[config.mk]
export PLATFORM = sky130hd
export DESIGN_NAME = cmp_share_arb
export DESIGN_NICKNAME = d
export VERILOG_FILES = /design/src/rtl/cmp_share_pkg.sv /design/src/rtl/mag_cmp4.sv /design/src/rtl/cmp_share_arb.sv
export SDC_FILE = /design/constraint.sdc
export NUM_CORES = 1
export LEC_CHECK = 0
export ABC_AREA = 1
export ABC_CLOCK_PERIOD_IN_PS = 2800
export BUFFER_PORTS_ARGS = -buffer_cell sky130_fd_sc_hd__buf_2
export CAP_MARGIN = 20
export CORE_MARGIN = 5
export CORE_UTILIZATION = 55
export CTS_BUF_LIST = sky130_fd_sc_hd__clkbuf_4 sky130_fd_sc_hd__clkbuf_8 sky130_fd_sc_hd__clkbuf_16
export DETAILED_ROUTE_END_ITERATION = 8
export HOLD_SLACK_MARGIN = 0.15
export PLACE_DENSITY = 0.94
export SLEW_MARGIN = 10
export SYNTH_ARGS = -nofsm -noshare
export SYNTH_HDL_FRONTEND = slang
export SYNTH_SLANG_ARGS = --single-unit
export TNS_END_PERCENT = 50
[constraint.sdc]
create_clock -name clk -period 2.8 [get_ports clk]
set_clock_uncertainty 0.15 [all_clocks]
set_input_delay 0 -clock clk [delete_from_list [all_inputs] [get_ports clk]]
set_output_delay 0 -clock clk [all_outputs]
set_load 0.05 [all_outputs]
[src/rtl/cmp_share_pkg.sv]
// cmp_share_pkg: shared types and constants for the
// shared magnitude-comparator arbiter (cmp_share_arb).
package cmp_share_pkg;

   typedef enum logic [1:0] {
      IDLE = 2'd0,
      EXEC = 2'd1,
      RESP = 2'd2
   } state_e;

   localparam int OPCNT_W = 8;

endpackage

[src/rtl/mag_cmp4.sv]
// mag_cmp4: combinational W-bit magnitude comparator.
// signed_i=1 treats both operands as two's complement.
module mag_cmp4 #(
   parameter int W = 4
) (
   input  logic [W-1:0] a_i,
   input  logic [W-1:0] b_i,
   input  logic         signed_i,
   output logic         eq_o,
   output logic         gt_o,
   output logic         lt_o
);

   logic [W-1:0] flip;
   logic [W-1:0] ax;
   logic [W-1:0] bx;

   // Inverting the sign bit maps two's complement order
   // onto unsigned order, so one unsigned compare serves both.
   assign flip = {signed_i, {(W-1){1'b0}}};
   assign ax   = a_i ^ flip;
   assign bx   = b_i ^ flip;

   assign eq_o = (a_i == b_i);
   assign gt_o = (ax > bx);
   assign lt_o = (ax < bx);

endmodule

[src/rtl/cmp_share_arb.sv]
// cmp_share_arb: NREQ requesters share one comparator via a
// round-robin arbiter. Optional macro: CMP_SHARE_SIGNED_EN.
module cmp_share_arb
   import cmp_share_pkg::*;
#(
   parameter int NREQ = 4,
   parameter int W    = 4
) (
   input  logic                     clk,
   input  logic                     rst,
   input  logic [NREQ-1:0]          req_valid,
   input  logic [NREQ*W-1:0]        req_a,
   input  logic [NREQ*W-1:0]        req_b,
`ifdef CMP_SHARE_SIGNED_EN
   input  logic [NREQ-1:0]          req_signed,
`endif
   output logic [NREQ-1:0]          req_ready,
   output logic                     rsp_valid,
   input  logic                     rsp_ready,
   output logic [$clog2(NREQ)-1:0]  rsp_id,
   output logic                     rsp_equal,
   output logic                     rsp_greater,
   output logic                     rsp_lesser,
   output logic [OPCNT_W-1:0]       op_count
);

   localparam int IDW = $clog2(NREQ);

   state_e             state_q;
   state_e             state_d;
   logic [IDW-1:0]     ptr_q;
   logic [IDW-1:0]     id_q;
   logic [IDW-1:0]     gnt_idx;
   logic [IDW:0]       gsum;
   logic               gnt_found;
   logic               accept;
   logic               hshk;
   logic [W-1:0]       a_q;
   logic [W-1:0]       b_q;
   logic [W-1:0]       sel_a;
   logic [W-1:0]       sel_b;
   logic               c_eq;
   logic               c_gt;
   logic               c_lt;
   logic               eq_q;
   logic               gt_q;
   logic               lt_q;
   logic [OPCNT_W-1:0] cnt_q;

   // Round-robin search: first valid at or after ptr_q, wrapping.
   // Walking downward lets the lowest offset win the last write.
   always_comb begin
      gnt_found = 1'b0;
      gnt_idx   = '0;
      gsum      = '0;
      for (int k = NREQ - 1; k >= 0; k--) begin
         gsum = {1'b0, ptr_q} + (IDW+1)'(k);
         if (gsum >= (IDW+1)'(NREQ)) begin
            gsum = gsum - (IDW+1)'(NREQ);
         end
         if (req_valid[gsum[IDW-1:0]]) begin
            gnt_found = 1'b1;
            gnt_idx   = gsum[IDW-1:0];
         end
      end
   end

   assign sel_a  = req_a[gnt_idx*W +: W];
   assign sel_b  = req_b[gnt_idx*W +: W];
   assign accept = (state_q == IDLE) && gnt_found;
   assign hshk   = (state_q == RESP) && rsp_ready;

   // FSM state register
   always_ff @(posedge clk or posedge rst) begin
      if (rst) begin
         state_q <= IDLE;
      end else begin
         state_q <= state_d;
      end
   end

   // FSM next-state: one compare cycle, then hold until taken
   always_comb begin
      state_d = state_q;
      unique case (state_q)
         IDLE:    if (gnt_found) state_d = EXEC;
         EXEC:    state_d = RESP;
         RESP:    if (rsp_ready) state_d = IDLE;
         default: state_d = IDLE;
      endcase
   end

   // FSM outputs: accept strobe only in IDLE, response only in RESP
   always_comb begin
      req_ready = '0;
      rsp_valid = 1'b0;
      unique case (state_q)
         IDLE: begin
            if (gnt_found && !rst) begin
               req_ready = NREQ'(1) << gnt_idx;
            end
         end
         RESP:    rsp_valid = 1'b1;
         default: ;
      endcase
   end

`ifdef CMP_SHARE_SIGNED_EN
   logic sgn_q;

   // Signed-mode flag travels with the captured operands
   always_ff @(posedge clk or posedge rst) begin
      if (rst) begin
         sgn_q <= 1'b0;
      end else if (accept) begin
         sgn_q <= req_signed[gnt_idx];
      end
   end

   mag_cmp4 #(.W(W)) u_cmp (
      .a_i      (a_q),
      .b_i      (b_q),
      .signed_i (sgn_q),
      .eq_o     (c_eq),
      .gt_o     (c_gt),
      .lt_o     (c_lt)
   );
`else
   mag_cmp4 #(.W(W)) u_cmp (
      .a_i      (a_q),
      .b_i      (b_q),
      .signed_i (1'b0),
      .eq_o     (c_eq),
      .gt_o     (c_gt),
      .lt_o     (c_lt)
   );
`endif

   // Datapath: capture on accept, compare in EXEC, retire on handshake
   always_ff @(posedge clk or posedge rst) begin
      if (rst) begin
         a_q   <= '0;
         b_q   <= '0;
         id_q  <= '0;
         eq_q  <= 1'b0;
         gt_q  <= 1'b0;
         lt_q  <= 1'b0;
         ptr_q <= '0;
         cnt_q <= '0;
      end else begin
         if (accept) begin
            a_q  <= sel_a;
            b_q  <= sel_b;
            id_q <= gnt_idx;
         end
         if (state_q == EXEC) begin
            eq_q <= c_eq;
            gt_q <= c_gt;
            lt_q <= c_lt;
         end
         if (hshk) begin
            ptr_q <= (id_q == IDW'(NREQ - 1)) ? '0 : id_q + 1'b1;
            cnt_q <= cnt_q + 1'b1;
         end
      end
   end

   assign rsp_id      = id_q;
   assign rsp_equal   = eq_q;
   assign rsp_greater = gt_q;
   assign rsp_lesser  = lt_q;
   assign op_count    = cnt_q;

endmodule
==> results of run 1 <==
[worst min path at each step]
stage,to,startpoint,slack [ns],depth (start not counted)
final,rsp_id[1]$_DFFE_PP0P_,req_valid[0],0.26,7
after global routing,rsp_id[1]$_DFFE_PP0P_,req_valid[0],0.31,7
after CTS,rsp_id[1]$_DFFE_PP0P_,req_valid[0],0.24,7
after detailed placement,rsp_id[1]$_DFFE_PP0P_,rst,-0.07,3
after global placement,rsp_id[0]$_DFFE_PP0P_,rst,-0.07,3
after floorplan,a_q[0]$_DFFE_PP0P_,rst,-0.11,1
[layout make-up]
cell class                 count  area (sq um)
sequential                    25           627
inverter                      27           110
multi-input combinational    190           986
tap                           44          55.1
timing repair buffer          94           653
clock inverter                 1          7.51
fill                         200           617
clock buffer                   3          22.5
[sequential cells by signal, indices dropped and copies added (netlist names), 2 cells and up]
signal,flops
op_count,8
rsp_id,2
ptr_q,2
b_q,4
a_q,4
state_q,2
[power groups by stage]
stage                     sequential [uW]  combinational [uW]  clock, uW
after floorplan                       801                1550          0
after global placement                647                1920          0
after detailed placement              654                1990          0
after CTS                             647                2040        166
after global routing                  671                2340        181
final                                 650                2140        162
[placed cells by master (no fill, tap or decap), types with 3 or more instances in the layout]
| cell | instances |
|---|---|
| sky130_fd_sc_hd__a21oi_1 | 3 |
| sky130_fd_sc_hd__buf_2 | 56 |
| sky130_fd_sc_hd__buf_4 | 3 |
| sky130_fd_sc_hd__clkbuf_4 | 3 |
| sky130_fd_sc_hd__dfrtp_1 | 24 |
| sky130_fd_sc_hd__dlygate4sd3_1 | 35 |
| sky130_fd_sc_hd__ha_1 | 6 |
| sky130_fd_sc_hd__inv_1 | 23 |
| sky130_fd_sc_hd__nand2_1 | 95 |
| sky130_fd_sc_hd__nand2_2 | 19 |
| sky130_fd_sc_hd__nand2_4 | 4 |
| sky130_fd_sc_hd__nand3_1 | 24 |
| sky130_fd_sc_hd__nand3b_1 | 8 |
| sky130_fd_sc_hd__nor2_1 | 7 |
| sky130_fd_sc_hd__nor2_2 | 4 |
| sky130_fd_sc_hd__nor3_1 | 4 |
| sky130_fd_sc_hd__o21ai_0 | 4 |
| sky130_fd_sc_hd__xnor2_1 | 4 |
| sky130_fd_sc_hd__xor2_1 | 3 |
[repair_timing]
item / in CTS / in global routing
endpoints found under the setup margin: 0 / 4
resized for setup: 0 / 2
hold buffers: 35 / 0
endpoints found under the hold margin: 41 / 0
[metrics by stage]
step	instances	total power [uW]	hold slack (ns)	cell area [sq um]	util
floorplan	251	2350	-0.114	1790	-
global placement	345	2570	-0.0744	2080	0.674
detailed placement	345	2640	-0.0729	2080	0.674
CTS	384	2850	0.241	2460	0.798
global route	384	3190	0.309	2460	0.800
finish	384	2950	0.256	2460	0.800
[cells by family after synthesis]
group / share of synthesized area
AND/OR/NAND/NOR: 0.436
buffers and inverters: 0.0980
flip-flops: 0.350
AO/OA/AOI/OAI: 0.0399
XOR/XNOR: 0.0343
adder cells (fa/ha/maj): 0.0420
[worst min-delay path: cells and delay by family]
kind | cells | cell delay (ns)
AOI/OAI and AO/OA | 2 | 0.23
buffers and inverters | 3 | 0.32
and+or+nand+nor | 2 | 0.15
[routing by layer]
metal  up-vias  routed length [microns]  global-route usage
li1        953                        -                   -
met1       943                     1840               0.282
met2       128                     2970               0.525
met3        40                      437              0.0607
met4         0                      349               0.152
met5         -                        0                   0
==> impl_results.rst, run 1 <==
.. list-table::
   :header-rows: 1

   * - Metric
     - Value
   * - H-tree levels
     - 1
   * - Buffers inserted by post-CTS timing repair
     - 0
   * - Synth warn
     - 0
   * - Count of routing violations after the opening detailed-route iteration
     - 155
   * - Count of final setup violators
     - 0
   * - Most frequent cell after synthesis
     - sky130_fd_sc_hd__nand2_1
   * - Top FF cell, synth
     - sky130_fd_sc_hd__dfrtp_1
   * - Type of the worst setup path
     - reg -> out
   * - Sinks on the clock net
     - 25
   * - Biggest area contributors in the synthesized netlist
     - sky130_fd_sc_hd__dfrtp_1 35%, sky130_fd_sc_hd__nand2_1 20%, sky130_fd_sc_hd__nand3_1 6.7%
   * - RSZ-0062 raised after global routing
     - no
   * - Number of standard cells after synthesis
     - 251
   * - Sequential cell area fraction in the yosys report
     - 0.350
   * - CTS root buffer
     - sky130_fd_sc_hd__clkbuf_4
   * - Area growth, synth to finish
     - 37.7%
   * - Net Sw Frac
     - 0.582
   * - Reg-to-Reg End
     - b_q[1]$_DFFE_PP0P_
   * - Final global-route overflow total
     - 0
   * - Routability congestion estimate
     - 0.832
   * - Count of port buffers added during placement
     - 56
   * - Data required, critical path
     - 2.65 ns
   * - HP Class
     - in -> reg
   * - Maximum number of pins on one net before global-route repair
     - 27
   * - TNS Setup
     - 0 ns
   * - Worst setup EP type
     - primary output
   * - Reported max-cap violation count
     - 0
   * - Peak supply drop
     - 0.000769 V
   * - Avg Inst Size Synth
     - 7.12 sq um
   * - Most numerous cell types in the synthesized netlist
     - 95 x sky130_fd_sc_hd__nand2_1, 25 x sky130_fd_sc_hd__dfrtp_1, 24 x sky130_fd_sc_hd__inv_1, 24 x sky130_fd_sc_hd__nand3_1, 19 x sky130_fd_sc_hd__nand2_2
   * - Clock Pin Slew Worst Setup and Hold Paths
     - 0.14 ns
   * - Number of buffers created by CTS
     - 3
   * - Initial core utilization
     - 0.580
   * - Final antenna-violating net count
     - 0
   * - Site Rows
     - 20
   * - Die height
     - 67.0 microns
   * - Pint
     - 1230 uW
   * - CP startpoint
     - ptr_q[0]$_DFFE_PP0P_
   * - Overall fraction of global-route tracks in use
     - 0.280
   * - Element type at the critical path start
     - flip-flop
   * - Final HPWL DP
     - 3170 microns
   * - CP dominant cell by count
     - sky130_fd_sc_hd__nand2_1
   * - Critical path capture point
     - req_ready[2]
   * - Slowest-stage cell, CP
     - sky130_fd_sc_hd__dfrtp_2
   * - Std-Cell Core Area
     - 3080 sq um
   * - Boundary pin count
     - 57
   * - Area fraction of the dominant cell type after synthesis
     - 0.350
   * - Number of diodes added for antenna fixing
     - 0
   * - Pre-CTS setup slack
     - 0.455 ns
   * - Post-synthesis async set-or-reset flop share
     - 1.00
   * - Max frequency
     - 0.379 GHz
   * - Crit path arrival time
     - 2.49 ns
   * - Maximum cell stage delay along the critical path
     - 0.56 ns
   * - Tightest slew margin relative to the limit
     - 0.772
   * - Number of flops mapped to enable cells by yosys
     - 0
   * - Cell type with the largest total area after synthesis
     - sky130_fd_sc_hd__dfrtp_1
   * - Worst-margin pin slew
     - 0.342 ns
   * - DR DRC count
     - 0
   * - First-pass GRT wire length
     - 9320 microns
   * - Number of antenna violations at the first check in global routing
     - 0
   * - Clock power share
     - 0.055
   * - Result of the run
     - completed
   * - Part of the power in combinational logic
     - 0.725
   * - Final WS setup
     - 0.158 ns
   * - Largest delay share family, worst path
     - simple AND/OR/NAND/NOR gates
   * - Detailed Routing Iterations Pass 1
     - 4
   * - Time the final worst path needs with I/O delays and setup
     - 2.64 ns
   * - Final net count
     - 386
   * - Share of power burned in registers
     - 0.220
   * - Launch point of the worst reg-to-reg path
     - ptr_q[0]$_DFFE_PP0P_
   * - Power density relative to cell area
     - 1200 nW/um^2
   * - Clock tree from TritonCTS
     - done
   * - Number of global-route vias before repair
     - 2109
   * - Register bit total from synthesis
     - 25
   * - NetSw
     - 1720 uW
   * - Maximum fanout along the worst path
     - 20
   * - Source-to-sink clock delay at the later pin of the worst-skew pair
     - 0.32 ns
   * - Cell variety after synth
     - 26
   * - Via density
     - 5.38
   * - Fraction of layout cells with a size suffix above 1
     - 0.282
   * - Total length of routed wires
     - 5590 microns
   * - Total via count in the routed design
     - 2064
   * - Register-to-register setup slack
     - 0.55 ns
   * - Die area
     - 4490 sq um
   * - Number of endpoints with negative hold slack in the final report
     - 0
   * - Combined area of all synthesized cells
     - 1790 sq um
   * - Worst-case reg-to-reg path depth
     - 15
   * - Number of stages on the worst setup path
     - 11
   * - Period utilization
     - 0.944
   * - Longest Clk Path Bufs
     - 2
   * - Synthesized netlist net count
     - 296
   * - Horizontal die dimension
     - 67.0 microns
   * - Cells traversed along the worst timing path
     - inv_6 -> nand2_2 -> nand2_1 -> nand2_1 -> nand2_1 -> nor2_2 -> nor2_2 -> nand2_4 -> nand2_4 -> nor3_1 -> buf_2
   * - Post-DR wirelength/cell
     - 14.6 microns
   * - Max-slew violation count
     - 0
   * - Leak Pwr
     - 0.00140 uW
   * - Worst Path Buf+Inv
     - 2
Power figures use the tool's default switching activity.
==> inputs of run 2 (changes only) <==
--- a/config.mk
+++ b/config.mk
@@ -15,6 +15,7 @@
 export DETAILED_ROUTE_END_ITERATION = 8
 export HOLD_SLACK_MARGIN = 0.15
 export PLACE_DENSITY = 0.94
+export SETUP_SLACK_MARGIN = 0.2
 export SLEW_MARGIN = 10
 export SYNTH_ARGS = -nofsm -noshare
 export SYNTH_HDL_FRONTEND = slang
==> impl_results.rst, run 2 (same netlist as run 1, synthesis figures left out) <==
.. list-table::
   :header-rows: 1

   * - Metric
     - Value
   * - Max frequency
     - 0.389 GHz
   * - Element type at the critical path start
     - flip-flop
   * - Die height
     - 67.0 microns
   * - Maximum cell stage delay along the critical path
     - 0.48 ns
   * - NetSw
     - 1850 uW
   * - Number of flip-flops in the largest register
     - 8
   * - Maximum number of pins on one net before global-route repair
     - 27
   * - HP Class
     - in -> reg
   * - Time the final worst path needs with I/O delays and setup
     - 2.57 ns
   * - Clock tree from TritonCTS
     - done
   * - Largest delay share family, worst path
     - simple AND/OR/NAND/NOR gates
   * - Clock power share
     - 0.051
   * - Worst setup EP type
     - primary output
   * - Tightest slew margin relative to the limit
     - 0.778
   * - Number of inserted filler cells in the final layout
     - 181
   * - Power density relative to cell area
     - 1260 nW/um^2
   * - Worst Path Buf+Inv
     - 2
   * - H-tree levels
     - 1
   * - CTS root buffer
     - sky130_fd_sc_hd__clkbuf_4
   * - Total length of routed wires
     - 6360 microns
   * - Smallest hold slack
     - 0.279 ns
   * - DR DRC count
     - 0
   * - Number of buffers created by CTS
     - 3
   * - Initial core utilization
     - 0.580
   * - Final net count
     - 393
   * - Leading cell type in the layout, fill and taps excluded
     - sky130_fd_sc_hd__nand2_1
   * - Routability congestion estimate
     - 0.832
   * - Final HPWL DP
     - 3170 microns
   * - Count of final setup violators
     - 0
   * - Leak Pwr
     - 0.00142 uW
   * - Post-detailed-placement cell area
     - 2080 sq um
   * - Total via count in the routed design
     - 2169
   * - Fraction of layout cells with a size suffix above 1
     - 0.303
   * - Final core area utilization
     - 0.824
   * - First-pass GRT wire length
     - 9320 microns
   * - Overall fraction of global-route tracks in use
     - 0.280
   * - Number of global-route vias before repair
     - 2109
   * - Share of power burned in registers
     - 0.202
   * - Count of port buffers added during placement
     - 56
   * - Worst-margin pin slew
     - 0.333 ns
   * - Horizontal die dimension
     - 67.0 microns
   * - Source-to-sink clock delay at the later pin of the worst-skew pair
     - 0.32 ns
   * - Leading cell types in the layout, fill and taps excluded
     - 95 x sky130_fd_sc_hd__nand2_1, 54 x sky130_fd_sc_hd__buf_2, 35 x sky130_fd_sc_hd__dlygate4sd3_1
   * - Detailed Routing Iterations Pass 1
     - 6
   * - Final antenna-violating net count
     - 0
   * - RSZ-0062 raised after global routing
     - yes
   * - Final global-route overflow total
     - 0
   * - Number of endpoints with negative hold slack in the final report
     - 0
   * - Maximum fanout along the worst path
     - 20
   * - Longest Clk Path Bufs
     - 2
   * - Number of antenna violations at the first check in global routing
     - 1
   * - Crit path arrival time
     - 2.42 ns
   * - Std-Cell Core Area
     - 3080 sq um
   * - Type of the worst setup path
     - reg -> out
   * - Part of the power in combinational logic
     - 0.747
   * - Result of the run
     - completed
   * - Max-slew violation count
     - 0
   * - Pint
     - 1350 uW
   * - Final instance area
     - 2530 sq um
   * - Peak supply drop
     - 0.000797 V
   * - Cells traversed along the worst timing path
     - inv_2 -> nand2_1 -> nand2_2 -> nand2_2 -> nand2_4 -> nor2_2 -> nor2_2 -> nand2_4 -> nand2_8 -> nand2_1 -> nor2_1 -> buf_2
   * - Post-DR wirelength/cell
     - 16.2 microns
   * - Count of routing violations after the opening detailed-route iteration
     - 180
   * - Net Sw Frac
     - 0.578
   * - Sinks on the clock net
     - 25
   * - Site Rows
     - 20
   * - Via density
     - 5.53
   * - Area growth, synth to finish
     - 41.9%
   * - Data required, critical path
     - 2.65 ns
   * - Slowest-stage cell, CP
     - sky130_fd_sc_hd__dfrtp_2
   * - Die area
     - 4490 sq um
   * - Reported max-cap violation count
     - 0
   * - TNS Setup
     - 0 ns
   * - Period utilization
     - 0.918
   * - Clock Pin Slew Worst Setup and Hold Paths
     - 0.14 ns
   * - Boundary pin count
     - 57
[run 2: metrics by stage]
| step | total power, uW | setup slack (ns) | std cells |
|---|---|---|---|
| after detailed placement | 2640 | 0.455 | 345 |
| final | 3210 | 0.229 | 392 |
| after CTS | 2850 | 0.200 | 384 |
| after floorplan | 2350 | 0.225 | 251 |
| after global routing | 3450 | 0.0812 | 392 |
| after global placement | 2570 | 0.582 | 345 |
[run 2: power groups by stage]
stage / registers (uW) / clock network, uW / logic, uW
floorplan: 801 / 0 / 1550
global placement: 647 / 0 / 1920
detailed placement: 654 / 0 / 1990
CTS: 649 / 166 / 2040
global route: 668 / 180 / 2600
finish: 646 / 165 / 2390
[run 2: routing by layer]
layer | up-vias | part of all wire | global-route usage
li1 | 969 | - | -
met1 | 975 | 0.32 | 0.282
met2 | 161 | 0.50 | 0.525
met3 | 64 | 0.083 | 0.0607
met4 | 0 | 0.092 | 0.152
met5 | - | 0 | 0
[run 2: final cells by class]
| class | instances | area (sq um) | area share |
|---|---|---|---|
| Multi-Input combinational cell | 190 | 995 | 0.392 |
| Timing Repair Buffer | 101 | 711 | 0.280 |
| Sequential cell | 25 | 628 | 0.248 |
| Inverter | 27 | 114 | 0.0449 |
| Tap cell | 44 | 55.1 | 0.0217 |
| Clock buffer | 3 | 22.5 | 0.00888 |
| Clock inverter | 1 | 7.51 | 0.00296 |
| Antenna cell | 1 | 2.50 | 0.000987 |
[run 2: worst paths after layout]
check	start	end	slack, ns	depth (start not counted)
min in group asynchronous	rst	rsp_id[1]$_DFFE_PP0P_	0.65	5
max in group asynchronous	rst	ptr_q[1]$_DFFE_PP0P_	1.59	5
worst min register to register	op_count[7]$_DFFE_PP0P_	op_count[7]$_DFFE_PP0P_	0.33	1
worst min-delay path	req_valid[0]	rsp_id[1]$_DFFE_PP0P_	0.28	7
worst max-delay path	ptr_q[1]$_DFFE_PP0P_	req_ready[3]	0.23	12
worst max register to register	ptr_q[1]$_DFFE_PP0P_	b_q[1]$_DFFE_PP0P_	0.54	15
[run 2: tightest hold or removal path, stage by stage]
cell	delay (ns)
sky130_fd_sc_hd__buf_2	0.09
sky130_fd_sc_hd__inv_1	0.04
sky130_fd_sc_hd__nand2_2	0.06
sky130_fd_sc_hd__nand3_1	0.09
sky130_fd_sc_hd__o21ai_1	0.11
sky130_fd_sc_hd__buf_4	0.21
sky130_fd_sc_hd__o21ai_0	0.12
[run 2: what timing repair did]
| item | in CTS | in global routing |
|---|---|---|
| endpoints found under the setup margin | 4 | 4 |
| setup buffers | 0 | 7 |
| endpoints found under the hold margin | 41 | 0 |
| resized for setup | 1 | 7 |
| hold buffers | 35 | 0 |
==> inputs of run 3 (changes only) <==
--- a/config.mk
+++ b/config.mk
@@ -7,14 +7,14 @@
 export LEC_CHECK = 0
 export ABC_AREA = 1
 export ABC_CLOCK_PERIOD_IN_PS = 2800
-export BUFFER_PORTS_ARGS = -buffer_cell sky130_fd_sc_hd__buf_2
 export CAP_MARGIN = 20
 export CORE_MARGIN = 5
 export CORE_UTILIZATION = 55
 export CTS_BUF_LIST = sky130_fd_sc_hd__clkbuf_4 sky130_fd_sc_hd__clkbuf_8 sky130_fd_sc_hd__clkbuf_16
 export DETAILED_ROUTE_END_ITERATION = 8
+export DONT_BUFFER_PORTS = 1
 export HOLD_SLACK_MARGIN = 0.15
-export PLACE_DENSITY = 0.94
+export PLACE_DENSITY = 0.79
 export SETUP_SLACK_MARGIN = 0.2
 export SLEW_MARGIN = 10
 export SYNTH_ARGS = -nofsm -noshare
==> impl_results.rst, run 3 (same netlist as run 1, synthesis figures left out) <==
.. list-table::
   :header-rows: 1

   * - Metric
     - Value
   * - Time the final worst path needs with I/O delays and setup
     - 2.49 ns
   * - Register-to-register setup slack
     - 0.61 ns
   * - DR DRC count
     - 0
   * - Maximum cell stage delay along the critical path
     - 0.51 ns
   * - Worst setup EP type
     - primary output
   * - Finished Layout Cells
     - 338
   * - Count of routing violations after the opening detailed-route iteration
     - 100
   * - Worst Hold Launch
     - req_valid[1]
   * - Max-slew violation count
     - 0
   * - Max frequency
     - 0.402 GHz
   * - Number of antenna violations at the first check in global routing
     - 0
   * - TNS Setup
     - 0 ns
   * - Clock Pin Slew Worst Setup and Hold Paths
     - 0.14 ns
   * - RSZ-0062 raised after global routing
     - yes
   * - Met3 capacity usage during global routing
     - 0.0675
   * - Number of endpoints with negative hold slack in the final report
     - 0
   * - Number of buffers created by CTS
     - 3
   * - Placed cells
     - 294
   * - Area growth, synth to finish
     - 27.4%
   * - Horizontal die dimension
     - 67.0 microns
   * - Total length of routed wires
     - 4710 microns
   * - Leading cell types in the layout, fill and taps excluded
     - 95 x sky130_fd_sc_hd__nand2_1, 37 x sky130_fd_sc_hd__dlygate4sd3_1, 24 x sky130_fd_sc_hd__nand3_1, 24 x sky130_fd_sc_hd__dfrtp_1, 22 x sky130_fd_sc_hd__inv_1
   * - Leading cell type in the layout, fill and taps excluded
     - sky130_fd_sc_hd__nand2_1
   * - Period utilization
     - 0.888
   * - Slowest-stage cell, CP
     - sky130_fd_sc_hd__dfrtp_2
   * - Final HPWL DP
     - 2840 microns
   * - Final global-route overflow total
     - 0
   * - Peak supply drop
     - 0.000696 V
   * - Number of global-route vias before repair
     - 1763
   * - Busiest layer in global routing
     - met2
   * - Number of diodes added for antenna fixing
     - 0
   * - Final net count
     - 340
   * - H-tree levels
     - 1
   * - Met2 usage
     - 0.406
   * - Cells traversed along the worst timing path
     - inv_6 -> nand2_2 -> nand2_1 -> nand2_2 -> nand2_4 -> nor3_1 -> nand2_1 -> nand2_1 -> clkinvlp_4 -> nand2_1 -> nor3_1 -> buf_4
   * - Reg-to-Reg End
     - rsp_id[1]$_DFFE_PP0P_
   * - Longest Clk Path Bufs
     - 2
   * - Post-DR wirelength/cell
     - 13.9 microns
   * - Site Rows
     - 20
   * - Multi-input gate area
     - 1000 sq um
   * - Boundary pin count
     - 57
   * - Fraction of layout cells with a size suffix above 1
     - 0.170
   * - Data required, critical path
     - 2.65 ns
   * - CP dominant cell by count
     - sky130_fd_sc_hd__nand2_1
   * - Via density
     - 5.29
   * - Std-Cell Core Area
     - 3080 sq um
   * - Overall fraction of global-route tracks in use
     - 0.229
   * - Worst-margin pin slew
     - 0.560 ns
   * - Element type at the critical path start
     - flip-flop
   * - CTS root buffer
     - sky130_fd_sc_hd__clkbuf_4
   * - Worst-case reg-to-reg path depth
     - 9
   * - Maximum fanout along the worst path
     - 11
   * - Number of flip-flops in the largest register
     - 8
   * - Met1 demand-to-capacity share in global routing
     - 0.232
   * - Sinks on the clock net
     - 25
   * - Final antenna-violating net count
     - 0
   * - Reported max-cap violation count
     - 0
   * - Die area
     - 4490 sq um
   * - Total via count in the routed design
     - 1787
   * - Power density relative to cell area
     - 1290 nW/um^2
   * - Count of final setup violators
     - 0
   * - HP Class
     - in -> reg
   * - Hold path endpoint
     - state_q[0]$_DFFE_PP0P_
   * - Maximum number of pins on one net before global-route repair
     - 27
   * - Die height
     - 67.0 microns
   * - Crit path arrival time
     - 2.34 ns
   * - Clock tree from TritonCTS
     - done
   * - Hold path cells
     - 8
   * - Area taken by flip-flops and latches
     - 627 sq um
   * - Tightest slew margin relative to the limit
     - 0.626
   * - Source-to-sink clock delay at the later pin of the worst-skew pair
     - 0.32 ns
   * - Leak Pwr
     - 0.00121 uW
   * - Count of port buffers added during placement
     - 0
   * - Type of the worst setup path
     - reg -> out
   * - Routability congestion estimate
     - 0.835
   * - Launch point of the worst reg-to-reg path
     - ptr_q[0]$_DFFE_PP0P_
   * - First-pass GRT wire length
     - 7750 microns
   * - Detailed Routing Iterations Pass 1
     - 4
   * - Number of inserted filler cells in the final layout
     - 224
   * - Result of the run
     - completed
   * - Initial core utilization
     - 0.580
-- run 3: cell count changes in the layout (fill, tap and decap cells not counted) --
cell,change
sky130_fd_sc_hd__buf_2,-54
sky130_fd_sc_hd__dlygate4sd3_1,+2
sky130_fd_sc_hd__clkbuf_4,-1
sky130_fd_sc_hd__clkinv_2,+1
sky130_fd_sc_hd__clkinvlp_4,-1
sky130_fd_sc_hd__dfrtp_1,+1
sky130_fd_sc_hd__dfrtp_2,-1
sky130_fd_sc_hd__diode_2,-1
sky130_fd_sc_hd__nor3_1,-1
sky130_fd_sc_hd__nor3_2,+1
-- run 3: cell type report --
cell class | instances | area share
Sequential cell | 25 | 0.275
Tap cell | 44 | 0.0242
Clock buffer | 3 | 0.00990
Timing Repair Buffer | 48 | 0.199
Multi-Input combinational cell | 190 | 0.439
Clock inverter | 1 | 0.00220
Inverter | 27 | 0.0500
-- run 3: worst max path at each step --
| stage | start | slack (ns) | endpoint |
|---|---|---|---|
| 2_1_floorplan | ptr_q[0]$_DFFE_PP0P_ | 0.22 | req_ready[1] |
| 3_3_place_gp | ptr_q[0]$_DFFE_PP0P_ | 0.60 | req_ready[1] |
| 3_5_place_dp | ptr_q[0]$_DFFE_PP0P_ | 0.54 | req_ready[1] |
| 4_1_cts | ptr_q[0]$_DFFE_PP0P_ | 0.28 | req_ready[1] |
| 5_1_grt | ptr_q[0]$_DFFE_PP0P_ | 0.15 | req_ready[2] |
| 6_report | ptr_q[0]$_DFFE_PP0P_ | 0.31 | req_ready[2] |
-- run 3: routing by layer --
layer,vias to the layer above,wire (microns)
met5,-,0
met2,76,2430
met3,30,275
li1,867,-
met1,814,1730
met4,0,276
-- run 3: power breakdown --
| part | internal (uW) | switching [uW] | leakage [uW] |
|---|---|---|---|
| logic | 698 | 1240 | 0.000872 |
| clock network | 53.4 | 104 | 0.0000177 |
| registers | 508 | 336 | 0.000316 |
| total | 1260 | 1680 | 0.00121 |
-- run 3: worst max-delay path, delay by kind of cell, from the launching register on --
kind	cells	cell delay, ns
AND/OR/NAND/NOR	9	0.93
flip-flops	1	0.51
buffers and inverters	3	0.56
-- run 3: metrics by stage --
step	hold WS, ns	utilization	setup slack, ns	power [uW]	instance area [sq um]
finish	0.222	0.739	0.314	2940	2280
detailed placement	-0.182	0.596	0.544	2580	1830
CTS	0.207	0.725	0.283	2810	2230
global route	0.256	0.739	0.147	3240	2280
floorplan	-0.114	-	0.225	2350	1790
global placement	-0.182	0.596	0.603	2530	1830
-- run 3: timing repair --
item / in CTS / in global routing
hold buffers: 37 / 0
resized for setup: 1 / 4
cloned: 0 / 0
setup endpoints to repair: 1 / 4
setup buffers: 0 / 3
endpoints found under the hold margin: 45 / 0
